[src/rtl/alu_pkg.sv]
// rtl/alu_pkg.sv - shared ALU opcodes, RV32I decode constants and issue-stage types
// ALU_FLAG_BRANCH_EN adds the branch tag carried alongside each issued item.
package alu_pkg;

  localparam logic [3:0] ALU_OP_PASS_B   = 4'd0;
  localparam logic [3:0] ALU_OP_B_PLUS4  = 4'd1;
  localparam logic [3:0] ALU_OP_ADD      = 4'd2;
  localparam logic [3:0] ALU_OP_SUB      = 4'd3;
  localparam logic [3:0] ALU_OP_ADD_CLR0 = 4'd4;
  localparam logic [3:0] ALU_OP_SLL      = 4'd5;
  localparam logic [3:0] ALU_OP_SRL      = 4'd6;
  localparam logic [3:0] ALU_OP_SRA      = 4'd7;
  localparam logic [3:0] ALU_OP_SLT      = 4'd8;
  localparam logic [3:0] ALU_OP_SLTU     = 4'd9;

  localparam logic [6:0] OPC_LUI    = 7'b0110111;
  localparam logic [6:0] OPC_AUIPC  = 7'b0010111;
  localparam logic [6:0] OPC_JAL    = 7'b1101111;
  localparam logic [6:0] OPC_JALR   = 7'b1100111;
  localparam logic [6:0] OPC_BRANCH = 7'b1100011;
  localparam logic [6:0] OPC_LOAD   = 7'b0000011;
  localparam logic [6:0] OPC_STORE  = 7'b0100011;
  localparam logic [6:0] OPC_OP_IMM = 7'b0010011;
  localparam logic [6:0] OPC_OP     = 7'b0110011;

  localparam logic [2:0] F3_BEQ  = 3'b000;
  localparam logic [2:0] F3_BNE  = 3'b001;
  localparam logic [2:0] F3_BLT  = 3'b100;
  localparam logic [2:0] F3_BGE  = 3'b101;
  localparam logic [2:0] F3_BLTU = 3'b110;
  localparam logic [2:0] F3_BGEU = 3'b111;

  localparam logic [2:0] F3_ADD  = 3'b000;
  localparam logic [2:0] F3_SLL  = 3'b001;
  localparam logic [2:0] F3_SLT  = 3'b010;
  localparam logic [2:0] F3_SLTU = 3'b011;
  localparam logic [2:0] F3_SR   = 3'b101;

  localparam logic [6:0] F7_BASE = 7'b0000000;
  localparam logic [6:0] F7_ALT  = 7'b0100000;

  typedef struct packed {
    logic [3:0]  op;
    logic [31:0] a;
    logic [31:0] b;
    logic        illegal;
  } issue_item_t;

  typedef struct packed {
    issue_item_t item;
`ifdef ALU_FLAG_BRANCH_EN
    logic        is_branch;
    logic [2:0]  br_f3;
`endif
  } stage_t;

  function automatic logic branch_taken(input logic [2:0] f3, input logic z, n, c, v);
    case (f3)
      F3_BEQ:  return z;
      F3_BNE:  return ~z;
      F3_BLT:  return n ^ v;
      F3_BGE:  return ~(n ^ v);
      F3_BLTU: return c;
      F3_BGEU: return ~c;
      default: return 1'b0;
    endcase
  endfunction

endpackage

[src/rtl/alu_issue_stage_if.sv]
// rtl/alu_issue_stage_if.sv - input/output handshake bundle of the ALU issue stage
// ALU_FLAG_BRANCH_EN adds the flag inputs and branch result outputs.
interface alu_issue_stage_if;

  logic        in_valid;
  logic        in_ready;
  logic [31:0] instr;
  logic [31:0] pc;
  logic [31:0] rs1_data;
  logic [31:0] rs2_data;
  logic        out_valid;
  logic        out_ready;
  logic [3:0]  alu_op;
  logic [31:0] alu_a;
  logic [31:0] alu_b;
  logic        illegal;
`ifdef ALU_FLAG_BRANCH_EN
  logic        alu_z;
  logic        alu_n;
  logic        alu_c;
  logic        alu_v;
  logic        br_valid;
  logic        br_taken;

  modport slave (
    input  in_valid, instr, pc, rs1_data, rs2_data, out_ready, alu_z, alu_n, alu_c, alu_v,
    output in_ready, out_valid, alu_op, alu_a, alu_b, illegal, br_valid, br_taken
  );
  modport master (
    output in_valid, instr, pc, rs1_data, rs2_data, out_ready, alu_z, alu_n, alu_c, alu_v,
    input  in_ready, out_valid, alu_op, alu_a, alu_b, illegal, br_valid, br_taken
  );
`else
  modport slave (
    input  in_valid, instr, pc, rs1_data, rs2_data, out_ready,
    output in_ready, out_valid, alu_op, alu_a, alu_b, illegal
  );
  modport master (
    output in_valid, instr, pc, rs1_data, rs2_data, out_ready,
    input  in_ready, out_valid, alu_op, alu_a, alu_b, illegal
  );
`endif

endinterface

[src/rtl/alu_issue_decode.sv]
// rtl/alu_issue_decode.sv - combinational RV32I decode into ALU op and operands
// Illegal encodings collapse to ILLEGAL_OP with zeroed operands and no branch tag.
module alu_issue_decode
  import alu_pkg::*;
#(
  parameter logic [3:0] ILLEGAL_OP = 4'b0000
) (
  input  logic [31:0] instr_i,
  input  logic [31:0] pc_i,
  input  logic [31:0] rs1_i,
  input  logic [31:0] rs2_i,
  output issue_item_t item_o,
  output logic        is_branch_o,
  output logic [2:0]  br_f3_o
);

  logic [6:0]  opc;
  logic [2:0]  f3;
  logic [6:0]  f7;
  logic [31:0] imm_i;
  logic [31:0] imm_s;
  logic [31:0] imm_u;
  logic [3:0]  op;
  logic [31:0] a;
  logic [31:0] b;
  logic        legal;
  logic        is_branch;

  assign opc   = instr_i[6:0];
  assign f3    = instr_i[14:12];
  assign f7    = instr_i[31:25];
  assign imm_i = {{20{instr_i[31]}}, instr_i[31:20]};
  assign imm_s = {{20{instr_i[31]}}, instr_i[31:25], instr_i[11:7]};
  assign imm_u = {instr_i[31:12], 12'h000};

  always_comb begin
    op        = ILLEGAL_OP;
    a         = '0;
    b         = '0;
    legal     = 1'b0;
    is_branch = 1'b0;
    case (opc)
      OPC_LUI:   begin op = ALU_OP_PASS_B;  b = imm_u; legal = 1'b1; end
      OPC_AUIPC: begin op = ALU_OP_ADD;     a = pc_i; b = imm_u; legal = 1'b1; end
      OPC_JAL:   begin op = ALU_OP_B_PLUS4; b = pc_i; legal = 1'b1; end
      OPC_JALR: begin
        op = ALU_OP_ADD_CLR0; a = rs1_i; b = imm_i;
        legal = (f3 == 3'b000);
      end
      OPC_LOAD:  begin op = ALU_OP_ADD; a = rs1_i; b = imm_i; legal = 1'b1; end
      OPC_STORE: begin op = ALU_OP_ADD; a = rs1_i; b = imm_s; legal = 1'b1; end
      OPC_BRANCH: begin
        a = rs1_i; b = rs2_i; legal = 1'b1; is_branch = 1'b1;
        case (f3)
          F3_BEQ, F3_BNE:   op = ALU_OP_SUB;
          F3_BLT, F3_BGE:   op = ALU_OP_SLT;
          F3_BLTU, F3_BGEU: op = ALU_OP_SLTU;
          default:          legal = 1'b0;
        endcase
      end
      OPC_OP_IMM: begin
        a = rs1_i; b = imm_i;
        // Shift immediates keep funct7 in imm_i[11:5]; the ALU only looks at B[4:0].
        case (f3)
          F3_ADD:  begin op = ALU_OP_ADD;  legal = 1'b1; end
          F3_SLT:  begin op = ALU_OP_SLT;  legal = 1'b1; end
          F3_SLTU: begin op = ALU_OP_SLTU; legal = 1'b1; end
          F3_SLL:  begin op = ALU_OP_SLL;  legal = (f7 == F7_BASE); end
          F3_SR: begin
            op    = (f7 == F7_ALT) ? ALU_OP_SRA : ALU_OP_SRL;
            legal = (f7 == F7_BASE) || (f7 == F7_ALT);
          end
          default: legal = 1'b0;
        endcase
      end
      OPC_OP: begin
        a = rs1_i; b = rs2_i; legal = 1'b1;
        case ({f7, f3})
          {F7_BASE, F3_ADD}:  op = ALU_OP_ADD;
          {F7_ALT,  F3_ADD}:  op = ALU_OP_SUB;
          {F7_BASE, F3_SLL}:  op = ALU_OP_SLL;
          {F7_BASE, F3_SLT}:  op = ALU_OP_SLT;
          {F7_BASE, F3_SLTU}: op = ALU_OP_SLTU;
          {F7_BASE, F3_SR}:   op = ALU_OP_SRL;
          {F7_ALT,  F3_SR}:   op = ALU_OP_SRA;
          default:            legal = 1'b0;
        endcase
      end
      default: legal = 1'b0;
    endcase
    if (!legal) begin
      op        = ILLEGAL_OP;
      a         = '0;
      b         = '0;
      is_branch = 1'b0;
    end
  end

  assign item_o      = '{op: op, a: a, b: b, illegal: ~legal};
  assign is_branch_o = is_branch;
  assign br_f3_o     = f3;

endmodule

[src/rtl/alu_issue_stage.sv]
// rtl/alu_issue_stage.sv - registered ALU issue stage with one-entry skid buffer
// ALU_FLAG_BRANCH_EN resolves branches from the ALU flags one cycle after issue.
module alu_issue_stage
  import alu_pkg::*;
#(
  parameter int         XLEN         = 32,
  parameter logic [3:0] ILLEGAL_OP   = 4'b0000,
  parameter bit         DROP_ILLEGAL = 1'b0
) (
  input logic               clk,
  input logic               rst_n,
  alu_issue_stage_if.slave  bus
);

  issue_item_t dec_item;
  logic        dec_is_branch;
  logic [2:0]  dec_br_f3;
  stage_t      dec_s;
  stage_t      out_q, out_d;
  stage_t      skid_q, skid_d;
  logic        out_valid_q, out_valid_d;
  logic        skid_valid_q, skid_valid_d;
  logic        in_fire;
  logic        push;
  logic        out_free;

  alu_issue_decode #(.ILLEGAL_OP(ILLEGAL_OP)) u_decode (
    .instr_i     (bus.instr),
    .pc_i        (bus.pc),
    .rs1_i       (bus.rs1_data),
    .rs2_i       (bus.rs2_data),
    .item_o      (dec_item),
    .is_branch_o (dec_is_branch),
    .br_f3_o     (dec_br_f3)
  );

`ifdef ALU_FLAG_BRANCH_EN
  assign dec_s = '{item: dec_item, is_branch: dec_is_branch, br_f3: dec_br_f3};
`else
  logic [3:0] unused_br;
  assign unused_br = {dec_is_branch, dec_br_f3};
  assign dec_s     = '{item: dec_item};
`endif

  // in_ready depends only on the skid flop, so out_ready never reaches it combinationally.
  assign in_fire  = bus.in_valid & ~skid_valid_q;
  assign push     = in_fire & ~(DROP_ILLEGAL & dec_item.illegal);
  assign out_free = ~out_valid_q | bus.out_ready;

  always_comb begin
    out_d        = out_q;
    out_valid_d  = out_valid_q;
    skid_d       = skid_q;
    skid_valid_d = skid_valid_q;
    if (out_free) begin
      if (skid_valid_q) begin
        out_d        = skid_q;
        out_valid_d  = 1'b1;
        skid_valid_d = 1'b0;
      end else begin
        out_valid_d = push;
        if (push) out_d = dec_s;
      end
    end else if (push) begin
      skid_d       = dec_s;
      skid_valid_d = 1'b1;
    end
  end

  always_ff @(posedge clk or negedge rst_n) begin
    if (!rst_n) begin
      out_q        <= '0;
      out_valid_q  <= 1'b0;
      skid_q       <= '0;
      skid_valid_q <= 1'b0;
    end else begin
      out_q        <= out_d;
      out_valid_q  <= out_valid_d;
      skid_q       <= skid_d;
      skid_valid_q <= skid_valid_d;
    end
  end

  assign bus.in_ready  = ~skid_valid_q;
  assign bus.out_valid = out_valid_q;
  assign bus.alu_op    = out_q.item.op;
  assign bus.alu_a     = out_q.item.a[XLEN-1:0];
  assign bus.alu_b     = out_q.item.b[XLEN-1:0];
  assign bus.illegal   = out_q.item.illegal;

`ifdef ALU_FLAG_BRANCH_EN
  logic br_valid_q;
  logic br_taken_q;

  always_ff @(posedge clk or negedge rst_n) begin
    if (!rst_n) begin
      br_valid_q <= 1'b0;
      br_taken_q <= 1'b0;
    end else if (out_valid_q && bus.out_ready) begin
      br_valid_q <= out_q.is_branch;
      if (out_q.is_branch)
        br_taken_q <= branch_taken(out_q.br_f3, bus.alu_z, bus.alu_n, bus.alu_c, bus.alu_v);
    end else begin
      br_valid_q <= 1'b0;
    end
  end

  assign bus.br_valid = br_valid_q;
  assign bus.br_taken = br_taken_q;
`endif

endmodule

[src/flat_wrapper.sv]
// flat-port wrapper written by rule: the top's interface ports become plain ports
module alu_issue_stage_flat import alu_pkg::*;
#(
  parameter int         XLEN         = 32,
  parameter logic [3:0] ILLEGAL_OP   = 4'b0000,
  parameter bit         DROP_ILLEGAL = 1'b0
)
  (clk, rst_n, bus_in_valid, bus_instr, bus_pc, bus_rs1_data, bus_rs2_data, bus_out_ready, bus_in_ready, bus_out_valid, bus_alu_op, bus_alu_a, bus_alu_b, bus_illegal);
  alu_issue_stage_if bus_i ();
  input logic clk;
  input logic rst_n;
  input wire logic [$bits(bus_i.in_valid)-1:0] bus_in_valid;
  input wire logic [$bits(bus_i.instr)-1:0] bus_instr;
  input wire logic [$bits(bus_i.pc)-1:0] bus_pc;
  input wire logic [$bits(bus_i.rs1_data)-1:0] bus_rs1_data;
  input wire logic [$bits(bus_i.rs2_data)-1:0] bus_rs2_data;
  input wire logic [$bits(bus_i.out_ready)-1:0] bus_out_ready;
  output wire logic [$bits(bus_i.in_ready)-1:0] bus_in_ready;
  output wire logic [$bits(bus_i.out_valid)-1:0] bus_out_valid;
  output wire logic [$bits(bus_i.alu_op)-1:0] bus_alu_op;
  output wire logic [$bits(bus_i.alu_a)-1:0] bus_alu_a;
  output wire logic [$bits(bus_i.alu_b)-1:0] bus_alu_b;
  output wire logic [$bits(bus_i.illegal)-1:0] bus_illegal;
  assign bus_i.in_valid = bus_in_valid;
  assign bus_i.instr = bus_instr;
  assign bus_i.pc = bus_pc;
  assign bus_i.rs1_data = bus_rs1_data;
  assign bus_i.rs2_data = bus_rs2_data;
  assign bus_i.out_ready = bus_out_ready;
  assign bus_in_ready = bus_i.in_ready;
  assign bus_out_valid = bus_i.out_valid;
  assign bus_alu_op = bus_i.alu_op;
  assign bus_alu_a = bus_i.alu_a;
  assign bus_alu_b = bus_i.alu_b;
  assign bus_illegal = bus_i.illegal;
  alu_issue_stage #(.XLEN(XLEN), .ILLEGAL_OP(ILLEGAL_OP), .DROP_ILLEGAL(DROP_ILLEGAL)) u_core (.clk(clk), .rst_n(rst_n), .bus(bus_i));
endmodule
[config.mk]
export PLATFORM = sky130hd
export DESIGN_NAME = alu_issue_stage_flat
export DESIGN_NICKNAME = d
export VERILOG_FILES = /design/src/rtl/alu_pkg.sv /design/src/rtl/alu_issue_stage_if.sv /design/src/rtl/alu_issue_decode.sv /design/src/rtl/alu_issue_stage.sv /design/src/flat_wrapper.sv
export SDC_FILE = /design/constraint.sdc
export NUM_CORES = 1
export LEC_CHECK = 0
export ABC_CLOCK_PERIOD_IN_PS = 2360
export BUFFER_PORTS_ARGS = -buffer_cell sky130_fd_sc_hd__buf_2
export CAP_MARGIN = 20
export CORE_UTILIZATION = 35
export CTS_CLUSTER_DIAMETER = 100
export DETAILED_ROUTE_END_ITERATION = 8
export PLACE_DENSITY = 0.66
export SLEW_MARGIN = 20
export SYNTH_ARGS = -nofsm -noshare
export SYNTH_HDL_FRONTEND = slang
export SYNTH_SLANG_ARGS = --single-unit
export TNS_END_PERCENT = 10
[constraint.sdc]
create_clock -name clk -period 2.36 [get_ports clk]
set_input_delay 0.236 -clock clk [delete_from_list [all_inputs] [get_ports clk]]
set_output_delay 0.236 -clock clk [all_outputs]
set_load 0.02 [all_outputs]
==> impl_metrics.ini <==
[detailed_routing]
drt_first_pass_iters = 5
routed-via-count = 7024
drt-initial-drc-count = 686
viasPerCell = 5.78
wl_um = 26900
wl_per_cell_um = 22.1
drc = 0
ant_nets = 0

[critical_path]
cp-start-kind = register
critical_path_required_ns = 2.69
critPathKind = reg -> reg
critPathArrivalTime_ns = 2.14
end_kind = register
crit_path_end = u_core.bus.alu_a[28]$_DFFE_PN0P_
worst_reg2reg_path_startpoint = u_core.skid_valid_q$_DFFE_PN0P_
setup_slack_on_the_worst_flop_to_flop_path_ns = 0.55
critical_path.max_fanout = 30
startpoint = u_core.skid_valid_q$_DFFE_PN0P_
r2r-end = u_core.bus.alu_a[28]$_DFFE_PN0P_
r2r_cells = 4

[placement]
total_of_buffers_placed_on_input_and_output_ports = 202
routabilityCongestion = 0.840
hpwl_um = 18400

[logic_synthesis]
yosys.cell_count.top_type = sky130_fd_sc_hd__dfrtp_1
yosysWarningCount = 0
netlist-cell-type-count = 56
cell_area_after_synthesis_sq_um = 7730
synth_enable_flop_cells = 0
synth.avg_cell_area_sq_um = 10.2
syn-num-nets = 891
synth-main-ff-cell = sky130_fd_sc_hd__dfrtp_1
library_cell_occupying_the_most_area_in_the_post_synthesis_netlist = sky130_fd_sc_hd__dfrtp_1
post-synth-top-area-fraction_pct = 45.3
synth_top_cells_by_area = sky130_fd_sc_hd__dfrtp_1 (45%), sky130_fd_sc_hd__o31ai_2 (10%), sky130_fd_sc_hd__and3_1 (5.7%), sky130_fd_sc_hd__a21oi_1 (4.9%), sky130_fd_sc_hd__o21ai_1 (3.8%)
synthTopCellsByCount = sky130_fd_sc_hd__dfrtp_1 (140), sky130_fd_sc_hd__a21oi_1 (76), sky130_fd_sc_hd__nand2_1 (75)
synth_seq_cells = 140
syn_inst = 754
synth-seq-area-share_pct = 45.3
ys_async_sr_fraction_pct = 100

[sta]
setup_viols_final = 0
skew_ns = 0.00671
final.period_utilization_pct = 76.7
headroom_to_the_max_slew_limit_pct = 42.7
worst-slew-pin-transition_ns = 0.859
max_freq_ghz = 0.553
period_minus_slack_ns = 1.81
setup-tns-final_ns = 0
grt_setup_unrepaired = false
report.final.slew_viol_count = 0
final_hold_vio_count = 0

[die]
dieWidth_um = 151
num_io_pins = 203
placement_rows = 53
design.die.area_sq_um = 22700
die-height_um = 151
core_area_sq_um = 21400
start_util_pct = 36.2

[grt]
overflow = 0
global_route_wire_length_before_repair_um = 40200
grt_pass1_vias = 6685
globalRoute.busiestLayer = met2
grtUsageMet2_pct = 35.3
global_route.usage.met3_pct = 5.52
grt_util_all_layers_pct = 24.0
grt_start_max_net_pins = 72
grtUsageMet1_pct = 34.1
grt_antenna_before_repair = 2

[outcome]
run_status = completed

[finish]
insertedDiodeCount = 0
final_layout_size_suffix_gt1_share_pct = 38.7
fillCellCount = 2058
growth_of_design_area_from_synthesis_to_finish_pct = 25.8
fin_nets = 1065

[pwr]
power.switching_fraction_pct = 26.3
intPower_w = 0.00451
power_frac_comb_pct = 11.0
pwr-share-clk_pct = 49.4
power_frac_seq_pct = 39.6
switching_power_w = 0.00161
power.density_cell_area_nw_per_um2 = 630
p_leak_nw = 4.78
power_w = 0.00612
maximum_ir_drop_on_the_vdd_rail_v = 0.000453

[clock_network]
post_cts.resized_instances = 0
holdBufCountCts = 1
ctsLongestPathBuffers = 2
clock_tree.htree_level_count = 4
cts.sink_count = 140
clk_latency_ns = 0.43
clkTransAtPathRegs_ns = 0.07
post-cts-setup-buffers = 0
cts_buffers = 17
ctsRootBufferMaster = sky130_fd_sc_hd__clkbuf_16
cts_tree = done

[min_path]
hp-start = bus_instr[17]
hold_class = in -> reg

[flow_run]
timing.max_cap.violations = 0
[final cells by class]
type | count | area (sq um) | share of cell area (%)
inverter | 6 | 22.5 | 0.232
sequential | 140 | 3500 | 36.0
clock inverter | 15 | 233 | 2.39
timing repair buffer | 233 | 1400 | 14.4
multi-input combinational | 530 | 3790 | 39.0
tap | 275 | 344 | 3.54
clock buffer | 17 | 425 | 4.38
[cell usage in the layout, fill, tap and decap left out, drive strengths merged, types with 5 or more instances in the layout]
master | synthesis | routed
buf | 35 | 232
dfrtp | 140 | 140
a21oi | 77 | 77
nand2 | 76 | 76
o31ai | 73 | 73
and3 | 71 | 71
o21ai | 68 | 68
a22oi | 32 | 32
a221oi | 26 | 26
a21o | 21 | 21
nor2 | 20 | 20
clkbuf | 43 | 17
inv | 6 | 12
a222oi | 6 | 6
mux2i | 5 | 5
a2bb2oi | 5 | 5
ha | 5 | 5
bufinv | 0 | 5
nor3 | 5 | 5
nand3 | 5 | 5
[worst min-delay path by stage]
| stage | end | slack, ns | depth (start not counted) |
|---|---|---|---|
| floorplan | u_core.bus.alu_a[0]$_DFFE_PN0P_ | -0.06 | 0 |
| global placement | u_core.skid_q[40]$_DFFE_PN0P_ | 0.24 | 1 |
| detailed placement | u_core.bus.alu_a[8]$_DFFE_PN0P_ | 0.25 | 1 |
| CTS | u_core.skid_q[18]$_DFFE_PN0P_ | 0.09 | 3 |
| global route | u_core.skid_q[18]$_DFFE_PN0P_ | 0.11 | 3 |
| finish | u_core.skid_q[18]$_DFFE_PN0P_ | 0.1 | 3 |
[kinds of logic after synthesis]
kind of cell,share of synthesized area [%]
xor+xnor,0.340
flops,45.3
mux,0.793
buf+inv,6.27
simple gates,13.7
compound gates,32.8
fa+ha+maj,0.810
[worst max-delay path: stages, from the launching register on]
cell	delay, ns
sky130_fd_sc_hd__dfrtp_2	0.44
sky130_fd_sc_hd__inv_1	0.13
sky130_fd_sc_hd__nand3_4	0.49
sky130_fd_sc_hd__buf_12	0.39
sky130_fd_sc_hd__o31ai_2	0.25
[layer usage]
layer / part of all wire (%) / wire (um)
met1: 44 / 11900
met2: 44 / 11900
met3: 8.5 / 2300
met4: 2.9 / 769
met5: 0.082 / 22
[sequential cells by signal, summed over array words and instances, names as in the netlist]
register	count
u_core.bus.out_valid	1
u_core.skid_valid_q	1
u_core.bus.alu_a	32
u_core.bus.alu_op	4
u_core.skid_q	69
u_core.bus.illegal	1
u_core.bus.alu_b	32
[through the flow]
stage / std cells / worst slack (ns) / util, % / cell area [sq um] / hold WS, ns
global placement: 1183 / 0.295 / 42.4 / 9050 / 0.244
CTS: 1216 / 0.531 / 45.5 / 9720 / 0.0890
finish: 1216 / 0.551 / 45.5 / 9720 / 0.0996
detailed placement: 1183 / 0.291 / 42.4 / 9050 / 0.250
floorplan: 754 / 0.548 / - / 7730 / -0.0596
global route: 1216 / 0.459 / 45.5 / 9720 / 0.113
[power groups by stage]
stage	clock network (W)	registers, W	logic [W]
3_3_place_gp	0	0.00247	0.000671
2_1_floorplan	0	0.00247	0.000286
6_report	0.00302	0.00242	0.000676
3_5_place_dp	0	0.00247	0.000670
4_1_cts	0.00306	0.00242	0.000673
5_1_grt	0.00316	0.00242	0.000719
Note: power is estimated with default switching activity, not from simulation.
